## config.mk

```make
export PLATFORM = sky130hd
export DESIGN_NAME = button_debounce
export DESIGN_NICKNAME = d
export VERILOG_FILES = /design/src/rtl/board_pkg.sv /design/src/rtl/sync_2ff.sv /design/src/rtl/button_debounce.sv
export SDC_FILE = /design/constraint.sdc
export NUM_CORES = 1
export LEC_CHECK = 0
export BUFFER_PORTS_ARGS = -buffer_cell sky130_fd_sc_hd__clkbuf_2
export CORE_AREA = 3 3 86 88
export DETAILED_ROUTE_END_ITERATION = 10
export DIE_AREA = 0 0 89 91
export HOLD_SLACK_MARGIN = 0.03
export PLACE_DENSITY_LB_ADDON = 0.1
export SLEW_MARGIN = 30
export SYNTH_ARGS = -nofsm -noshare
export SYNTH_HDL_FRONTEND = slang
export SYNTH_HIERARCHICAL = 1
export SYNTH_SLANG_ARGS = --single-unit
```

## constraint.sdc

```tcl
create_clock -name clk -period 2.4 [get_ports clk]
set_input_delay 0.12 -clock clk [delete_from_list [all_inputs] [get_ports clk]]
set_output_delay 0.12 -clock clk [all_outputs]
set_load 0.01 [all_outputs]
```

## src/rtl/board_pkg.sv

```systemverilog
// Shared board-level definitions: button debounce FSM state encoding and
// clock/timing constants used by the button conditioning and timing blocks.
package board_pkg;

    localparam int unsigned CLK_HZ        = 100_000_000;
    // Stable samples for a 10 ms debounce window at CLK_HZ.
    localparam int unsigned DEBOUNCE_10MS = 1_000_000;

    typedef enum logic [1:0] {
        IDLE       = 2'd0,
        DB_PRESS   = 2'd1,
        HELD       = 2'd2,
        DB_RELEASE = 2'd3
    } db_state_t;

endpackage : board_pkg

```

## src/rtl/sync_2ff.sv

```systemverilog
// Generic 1-bit two-flop synchroniser with synchronous active-high reset.
// Ports:
//   clk  - destination clock
//   rst  - synchronous reset, clears both flops
//   d    - asynchronous input
//   q    - synchronised output, lags d by two clk edges
module sync_2ff (
    input  logic clk,
    input  logic rst,
    input  logic d,
    output logic q
);

    logic meta;

    // First flop may go metastable; second flop gives it a cycle to settle.
    always_ff @(posedge clk) begin
        if (rst) begin
            meta <= 1'b0;
            q    <= 1'b0;
        end else begin
            meta <= d;
            q    <= meta;
        end
    end

endmodule : sync_2ff

```

## src/rtl/button_debounce.sv

```systemverilog
// Push-button conditioner: synchronises a raw bouncing button, accepts a
// level change only after CNT_MAX consecutive stable samples, and produces
// one-cycle press/release pulses plus a wrapping press counter.
// Ports:
//   clk       - system clock
//   rst       - synchronous active-high reset
//   btn_raw   - raw asynchronous button pin
//   btn_level - debounced button level
//   btn_rise  - one-cycle pulse per accepted press
//   btn_fall  - one-cycle pulse per accepted release
//   press_cnt - count of accepted presses, wraps
module button_debounce
    import board_pkg::*;
#(
    parameter int unsigned CNT_MAX = DEBOUNCE_10MS,
    parameter int unsigned CNT_W   = 20,
    parameter int unsigned PCNT_W  = 8
) (
    input  logic              clk,
    input  logic              rst,
    input  logic              btn_raw,
    output logic              btn_level,
    output logic              btn_rise,
    output logic              btn_fall,
    output logic [PCNT_W-1:0] press_cnt
);

    localparam logic [CNT_W-1:0] CNT_LAST = CNT_W'(CNT_MAX - 1);

    logic             btn_sync;
    db_state_t        state;
    logic [CNT_W-1:0] cnt;

    sync_2ff u_sync (
        .clk (clk),
        .rst (rst),
        .d   (btn_raw),
        .q   (btn_sync)
    );

    // Debounce FSM; counter only runs in the two debounce states.
    always_ff @(posedge clk) begin
        if (rst) begin
            state     <= IDLE;
            cnt       <= '0;
            btn_level <= 1'b0;
            btn_rise  <= 1'b0;
            btn_fall  <= 1'b0;
            press_cnt <= '0;
        end else begin
            btn_rise <= 1'b0;
            btn_fall <= 1'b0;
            case (state)
                IDLE: begin
                    if (btn_sync) begin
                        state <= DB_PRESS;
                        cnt   <= '0;
                    end
                end
                DB_PRESS: begin
                    if (!btn_sync) begin
                        state <= IDLE;
                    end else if (cnt == CNT_LAST) begin
                        state     <= HELD;
                        btn_level <= 1'b1;
                        btn_rise  <= 1'b1;
                        press_cnt <= press_cnt + PCNT_W'(1);
                    end else begin
                        cnt <= cnt + CNT_W'(1);
                    end
                end
                HELD: begin
                    if (!btn_sync) begin
                        state <= DB_RELEASE;
                        cnt   <= '0;
                    end
                end
                DB_RELEASE: begin
                    if (btn_sync) begin
                        state <= HELD;
                    end else if (cnt == CNT_LAST) begin
                        state     <= IDLE;
                        btn_level <= 1'b0;
                        btn_fall  <= 1'b1;
                    end else begin
                        cnt <= cnt + CNT_W'(1);
                    end
                end
                default: begin
                    state <= IDLE;
                end
            endcase
        end
    end

endmodule : button_debounce

```

==> impl_metrics.ini, run 1 <==
[run_status]
status = completed

[critical_path]
crit_fanout = 7
critical_path_class = flop to flop
r2r_start = cnt[11]
cp.required_ns = 2.58
crit_path_start_kind = flop
r2r_setup_slack_ns = 0.21
cp-end-kind = flop
critPathLaunch = cnt[11]
arrival_ns = 2.37

[clocking]
root_buffer = clkbuf_8
htreeDepth = 2
cts.repair.resized = 0
cts_tree = built
ctsHoldBuffers = 0
cts_buffers = 5
worst_setup_hold_path_clk_slew_ns = 0.07
max-clock-path-buffers = 2
cts_setup_buffers = 0
clkLatencyLatePin_ns = 0.29
numClockSinks = 35

[floorplan]
core_um2 = 6720
die_w_um = 89
initial_utilization = 0.276
num_rows = 30
boundaryPins = 14
die_h_um = 91
die-area_um2 = 8100

[layout]
drive_gt1_frac = 0.208
final_nets = 249
regArea_um2 = 701
antennaDiodeCount = 0
design_area_um2 = 2180
area_growth_pct = 18.0
nFillCells = 705
multi_input_area_um2 = 1070

[synthesis]
yosysMostFrequentCell = dfxtp_1
syn_inst = 223
ys_types = 45
synth.cell_area_um2 = 1850
yosysSeqAreaShare = 0.378
synth_top_cell_by_area = dfxtp_1
synth_warnings = 6
synth-seq-cells = 35
syn-num-nets = 228
synth.area.top_cells = dfxtp_1 (38%), nand2_1 (5.5%), nor2_1 (3.9%)
ys_top_cells_by_count = dfxtp_1 (35), nand2_1 (27), nor2_1 (19), a21oi_1 (14), nand3_1 (14)
async_reset_ff_frac = 0
synth_edf_count = 0
syn-mean-instance-area_um2 = 8.30
synthFlopType = dfxtp_1
synth.top_cell.area_share = 0.378

[route]
vias = 1681
ant_nets = 0
drc = 0
vias_per_cell = 5.17
wire_per_inst_um = 14.7
drtPass1Iterations = 4
routed_wl_um = 4790
drt_iter0_drc = 73

[global_routing]
grt_max_degree = 24
grt-ovfl-total = 0
grt_pass1_wl_um = 8150
grt_pass1_vias = 1582
grtUsageTotal = 0.128
antenna_found_initial = 0

[placement]
hpwl_um = 3300
gp_congestion = 0.705
portBuffers = 13
postPlaceCellArea_um2 = 2070

[sta]
finalMaxSlewViolations = 0
hold_viol = 0
max_freq_mhz = 457
rsz0062_at_grt = false
tightest_slew_ns = 0.505
min_period_ns = 2.19
tns_ns = 0
finClkSkew_ns = 0.00502
relSlewSlack = 0.663
fin_crit_sh = 0.913
finalSetupViolCount = 0

[hold_path]
hp-class = primary input to flop
min_from = btn_raw

[pwr]
irDropWorstVdd_v = 0.000210
leakage_nw = 0.738
p_per_area_nw_per_um2 = 551

[job]
cap_violations = 0
-- area by class of cell --
type                    count  share of cell area
clock buffers               6              0.0378
clock inverters             2              0.0160
inverters                   4             0.00687
multi-input cells         170               0.491
flip-flops and latches     35               0.321
well taps                  80              0.0458
repair buffers             28              0.0813
-- logic make-up after synthesis --
kind of cell,synth area share
and+or+nand+nor,0.360
adders and majority gates,0.0135
muxes,0.0351
buffers and inverters,0.0419
DFF,0.378
AOI/OAI and AO/OA,0.143
xor gates and xnor gates,0.0284
-- power by group --
group          switching, W  internal (W)
registers        0.00000470      0.000585
logic             0.0000311     0.0000138
clock network      0.000232      0.000336
total              0.000267      0.000935
-- critical path, cell delays in order, from the launching register on --
cell and delay (ns):
dfxtp_1 0.37, or4b_4 0.53, or4_4 0.57, or3_4 0.43, nand4b_1 0.11, a21oi_1 0.06
-- path summary, 6_finish.rpt --
path	end	depth (start not counted)
min reg2reg	u_sync/q	1
max reg2reg	cnt[1]	5
min	u_sync/meta	2
max	cnt[1]	5
-- layout by cell type, fill, tap and decap left out, types with 3 or more instances in the layout --
cell      instances
mux2_2            4
nand3_1          14
nor2_1           19
a22oi_1           5
dfxtp_1          35
or4_1             6
nor4_1            7
inv_1             4
xnor2_1           5
or3_1             6
nor3_1            4
a21oi_1          14
and4_1            4
o21ai_0           6
a31oi_1           5
nand2_1          27
clkbuf_8          6
o21a_1            4
nor2b_1           3
clkbuf_2         13
nor4_2            3
buf_4            15
nand4_1           5
-- metal layers --
layer,routed length (um),GRT usage
met4,46,0.0409
met5,0,0
met1,2470,0.181
met3,140,0.0299
met2,2130,0.192
-- sequential cells by signal (all words and copies together) (netlist names), named ones only --
name,cells
state,1
btn_fall,1
btn_level,1
u_sync/meta,1
cnt,20
btn_rise,1
press_cnt,8
u_sync/q,1
-- per-stage QoR --
stage / setup WS (ns) / utilization / power [W] / hold slack (ns) / instances
global placement: 0.233 / 0.308 / 0.000650 / 0.333 / 317
detailed placement: 0.211 / 0.308 / 0.000649 / 0.341 / 317
floorplan: 0.237 / - / 0.000630 / 0.192 / 223
finish: 0.210 / 0.325 / 0.00120 / 0.0443 / 325
CTS: 0.202 / 0.325 / 0.00122 / 0.0397 / 325
global route: 0.105 / 0.325 / 0.00125 / 0.0644 / 325
Power figures use the tool's default switching activity.
==> run 2: changes to the inputs <==
--- a/config.mk
+++ b/config.mk
@@ -10,6 +10,7 @@
 export DETAILED_ROUTE_END_ITERATION = 10
 export DIE_AREA = 0 0 89 91
 export HOLD_SLACK_MARGIN = 0.03
+export MAX_ROUTING_LAYER = met4
 export PLACE_DENSITY_LB_ADDON = 0.1
 export SLEW_MARGIN = 30
 export SYNTH_ARGS = -nofsm -noshare
==> run 2 against run 1 <==
Worst hold slack better by 0.00057 ns. Worst setup slack lost 0.0029 ns. Combinational power hardly changed. Clock power barely moved. Flip-flop and latch count unchanged. Sequential power hardly changed. Sequential share of layout area did not move. First-iteration DRC count increased by 6.8%. Non-clock buffer count unchanged. Register-to-register slack barely moved. Via count decreased by 0.12%.
==> impl_metrics.ini, run 2 (synthesis gave the netlist of run 1 again) <==
[clocking]
cts_buffers = 5
worst_setup_hold_path_clk_slew_ns = 0.07
clkLatencyLatePin_ns = 0.29
cts_tree = built
numClockSinks = 35
cts.repair.resized = 0
cts_setup_buffers = 0
max-clock-path-buffers = 2
htreeDepth = 2
ctsHoldBuffers = 0
root_buffer = clkbuf_8

[floorplan]
core_um2 = 6720
num_rows = 30
die_w_um = 89
die_h_um = 91
die-area_um2 = 8100
initial_utilization = 0.276
boundaryPins = 14

[hold_path]
hp-class = primary input to flop
whs_endpoint = u_sync/meta
whs_path_depth = 2
min_from = btn_raw

[placement]
portBuffers = 13
hpwl_um = 3300
postPlaceCellArea_um2 = 2070
gp_congestion = 0.713
dp_cells = 317

[layout]
final_common_cell = dfxtp_1
largest_reg_flops = 20
final_cell_mix = dfxtp_1 (35), nand2_1 (27), nor2_1 (19)
nFillCells = 705
design_area_um2 = 2180
fin_cells = 325
antennaDiodeCount = 0
reg_top3 = cnt x20, press_cnt x8
regArea_um2 = 701
multi_input_area_um2 = 1070
final_nets = 249
regMostFlops = cnt
drive_gt1_frac = 0.208
area_growth_pct = 18.0

[sta]
tns_ns = 0
hold_viol = 0
rsz0062_at_grt = false
tightest_slew_ns = 0.501
finClkSkew_ns = 0.00481
max_freq_mhz = 456
min_period_ns = 2.19
fin_crit_sh = 0.914
finalMaxSlewViolations = 0
finalSetupViolCount = 0
relSlewSlack = 0.666

[route]
drtPass1Iterations = 4
drt_iter0_drc = 78
routed_wl_um = 4770
ant_nets = 0
wire_per_inst_um = 14.7
drc = 0
vias = 1679
vias_per_cell = 5.17

[pwr]
leakage_nw = 0.738
p_per_area_nw_per_um2 = 550
irDropWorstVdd_v = 0.000210
finalPower_w = 0.00120

[critical_path]
r2r_start = cnt[11]
r2r_end = cnt[1]
ff2ff_path_depth = 5
r2r_setup_slack_ns = 0.21
arrival_ns = 2.37
cp-end-kind = flop
crit_path_start_kind = flop
crit_fanout = 7
cp.required_ns = 2.58
critical_path_class = flop to flop

[global_routing]
grt_max_degree = 24
grt-ovfl-total = 0
grt_pass1_wl_um = 8140
antenna_found_initial = 0
grtUsageTotal = 0.132
grt_pass1_vias = 1582

[run_status]
status = completed

[job]
cap_violations = 0
-- run 2: cell counts in the layout (fill, tap and decap cells not counted) --
Identical to the previous run, type by type.
-- run 2: critical path, stage by stage (launching register included) --
cell,delay [ns]
dfxtp_1,0.37
or4b_4,0.53
or4_4,0.57
or3_4,0.43
nand4b_1,0.11
a21oi_1,0.06
-- run 2: routing by layer --
layer	vias up	track usage	part of all wire
met5	-	-	0
met4	0	0.0409	0.0092
met2	33	0.192	0.44
met3	4	0.0299	0.038
met1	779	0.180	0.51
li1	863	-	-
-- run 2: worst max-delay path by stage --
stage                     startpoint            to  slack, ns  depth (start not counted)
final                        cnt[11]        cnt[1]       0.21                          5
after CTS                    cnt[11]        cnt[1]       0.20                          5
after global placement       cnt[11]        cnt[1]       0.23                          5
after floorplan              cnt[10]        cnt[1]       0.24                          6
after detailed placement     cnt[11]        cnt[1]       0.21                          5
after global routing         cnt[14]  press_cnt[5]       0.11                          5
-- run 2: metrics by stage --
step	hold slack [ns]	setup slack, ns	util
3_3_place_gp	0.333	0.233	0.308
3_5_place_dp	0.341	0.211	0.308
2_1_floorplan	0.192	0.237	-
6_report	0.0449	0.207	0.325
4_1_cts	0.0397	0.202	0.325
5_1_grt	0.0644	0.105	0.325
-- run 2: area by class of cell --
cell class / count / area share
Clock buffer: 6 / 0.0378
Clock inverter: 2 / 0.0160
Sequential cell: 35 / 0.321
Timing Repair Buffer: 28 / 0.0813
Inverter: 4 / 0.00687
Tap cell: 80 / 0.0458
Multi-Input combinational cell: 170 / 0.491
-- run 2: power breakdown --
part | switching, W | leakage, nW | internal (W)
logic | 0.0000311 | 0.395 | 0.0000138
clock network | 0.000230 | 0.0612 | 0.000336
registers | 0.00000448 | 0.282 | 0.000585
==> run 3: changes to the inputs <==
--- a/config.mk
+++ b/config.mk
@@ -11,7 +11,7 @@
 export DIE_AREA = 0 0 89 91
 export HOLD_SLACK_MARGIN = 0.03
 export MAX_ROUTING_LAYER = met4
-export PLACE_DENSITY_LB_ADDON = 0.1
+export SETUP_SLACK_MARGIN = 0.4
 export SLEW_MARGIN = 30
 export SYNTH_ARGS = -nofsm -noshare
 export SYNTH_HDL_FRONTEND = slang
==> run 3 against run 2 <==
Critical path depth unchanged. Sequential share of layout area increased by 0.29 points. Register-to-register slack improved by 0.06 ns. Via count decreased by 3.4%. Die area unchanged. Flip-flop and latch count unchanged. Count of clock-buffer cells in the layout unchanged. Worst setup slack improved by 0.061 ns.
==> impl_metrics.ini, run 3 (synthesis gave the netlist of run 1 again) <==
[floorplan]
initial_utilization = 0.276
boundaryPins = 14
core_um2 = 6720
die_w_um = 89
die-area_um2 = 8100
num_rows = 30
die_h_um = 91

[clocking]
numClockSinks = 35
ctsHoldBuffers = 0
cts_buffers = 5
cts_tree = built
root_buffer = clkbuf_8
htreeDepth = 2
max-clock-path-buffers = 2
worst_setup_hold_path_clk_slew_ns = 0.07
clkLatencyLatePin_ns = 0.28

[sta]
finClkSkew_ns = 0.00331
rsz0062_at_grt = true
hold_viol = 0
tns_ns = 0
finalMaxSlewViolations = 0
fin_crit_sh = 0.888
relSlewSlack = 0.713
finalSetupViolCount = 0
tightest_slew_ns = 0.430
min_period_ns = 2.13
max_freq_mhz = 469

[pwr]
finalPower_w = 0.00118
power.switching_w = 0.000248
swShare = 0.210
pwr-share-comb = 0.035
pwr-share-clk = 0.466
irDropWorstVdd_v = 0.000203
p_int_w = 0.000933
power_frac_seq = 0.499
leakage_nw = 0.718
p_per_area_nw_per_um2 = 538

[global_routing]
grt-ovfl-total = 0
grtUsageTotal = 0.115
grt_pass1_wl_um = 7360
antenna_found_initial = 0
grt_pass1_vias = 1520
grt_max_degree = 27

[route]
drtPass1Iterations = 4
drc = 0
vias = 1622
drt_iter0_drc = 126
vias_per_cell = 5.05
ant_nets = 0
routed_wl_um = 4190
wire_per_inst_um = 13.0

[layout]
reg_top3 = cnt x20, press_cnt x8
largest_reg_flops = 20
final_core_util = 0.326
final_cell_mix = dfxtp_1 (30), nand2_1 (27), nor2_1 (19)
regArea_um2 = 709
nFillCells = 698
antennaDiodeCount = 0
multi_input_area_um2 = 1100
final_nets = 245
drive_gt1_frac = 0.232
final_common_cell = dfxtp_1
regMostFlops = cnt
area_growth_pct = 18.4

[critical_path]
crit_path_start_kind = flop
crit_family = simple AND/OR/NAND/NOR gates
critical_path_class = flop to flop
r2r_start = cnt[10]
worstPathCellList = or4b_4 -> or4_4 -> or3_4 -> nand4b_1 -> a21oi_1
max_stage_delay_ns = 0.55
cp-end-kind = flop
ff2ff_path_depth = 5
crit_fanout = 7
slowest_stage = or4b_4
cp.required_ns = 2.57
r2r_end = cnt[1]
arrival_ns = 2.30
crit_buf_inv = 0
r2r_setup_slack_ns = 0.27

[hold_path]
whs_endpoint = u_sync/meta
whs_path_depth = 2
min_from = btn_raw
hp-class = primary input to flop

[placement]
portBuffers = 13
gp_congestion = 0.819
hpwl_um = 2790

[run_status]
status = completed

[job]
cap_violations = 0
-- run 3: cell types whose count changed in the layout (fill, tap and decap cells not counted), sizes merged --
cell and delta:
buf -4
-- run 3: final cells by class --
type                    instances  area share
inverters                       4     0.00685
flip-flops and latches         35       0.324
repair buffers                 24      0.0674
clock inverters                 2      0.0160
well taps                      80      0.0457
multi-input cells             170       0.503
clock buffers                   6      0.0377
-- run 3: power by group through the flow --
stage | registers (W) | logic, W | clock network (W)
final | 0.000589 | 0.0000416 | 0.000550
after global placement | 0.000603 | 0.0000424 | 0
after global routing | 0.000589 | 0.0000468 | 0.000589
after detailed placement | 0.000603 | 0.0000420 | 0
after CTS | 0.000588 | 0.0000421 | 0.000566
after floorplan | 0.000603 | 0.0000265 | 0
-- run 3: per-stage QoR --
stage          hold slack [ns]  setup WS [ns]  area [um2]  instances
2_1_floorplan            0.192          0.301        1860        223
3_3_place_gp             0.334          0.270        2010        309
3_5_place_dp             0.347          0.192        2010        309
4_1_cts                 0.0466          0.273        2160        319
5_1_grt                 0.0518          0.179        2190        321
6_report                0.0544          0.268        2190        321
-- run 3: timing repair --
| action | in CTS | in global routing |
|---|---|---|
| resized for setup | 5 | 4 |
| buffers inserted | 2 | 2 |
| endpoints found under the setup margin | 23 | 32 |
| pin swaps | 2 | 3 |
-- run 3: worst max path at each step --
stage,startpoint,endpoint,cells after the start
3_5_place_dp,cnt[0],press_cnt[1],6
4_1_cts,cnt[10],cnt[1],5
3_3_place_gp,cnt[10],cnt[1],5
5_1_grt,cnt[1],press_cnt[3],6
6_report,cnt[10],cnt[1],5
2_1_floorplan,cnt[10],cnt[1],6
-- run 3: metal layers --
metal / part of all wire / track usage / vias up / wire length, um
met4: 0.0050 / 0.0298 / 0 / 21
li1: - / - / 848 / -
met2: 0.47 / 0.174 / 24 / 1950
met5: 0 / - / - / 0
met3: 0.041 / 0.0363 / 2 / 170
met1: 0.49 / 0.148 / 748 / 2040
-- run 3: worst reg2reg max path, delay by kind of cell, from the launching register on --
kind	cells	cell delay (ns)
AND/OR/NAND/NOR	4	1.60
AO/OA/AOI/OAI	1	0.07
flip-flops	1	0.34
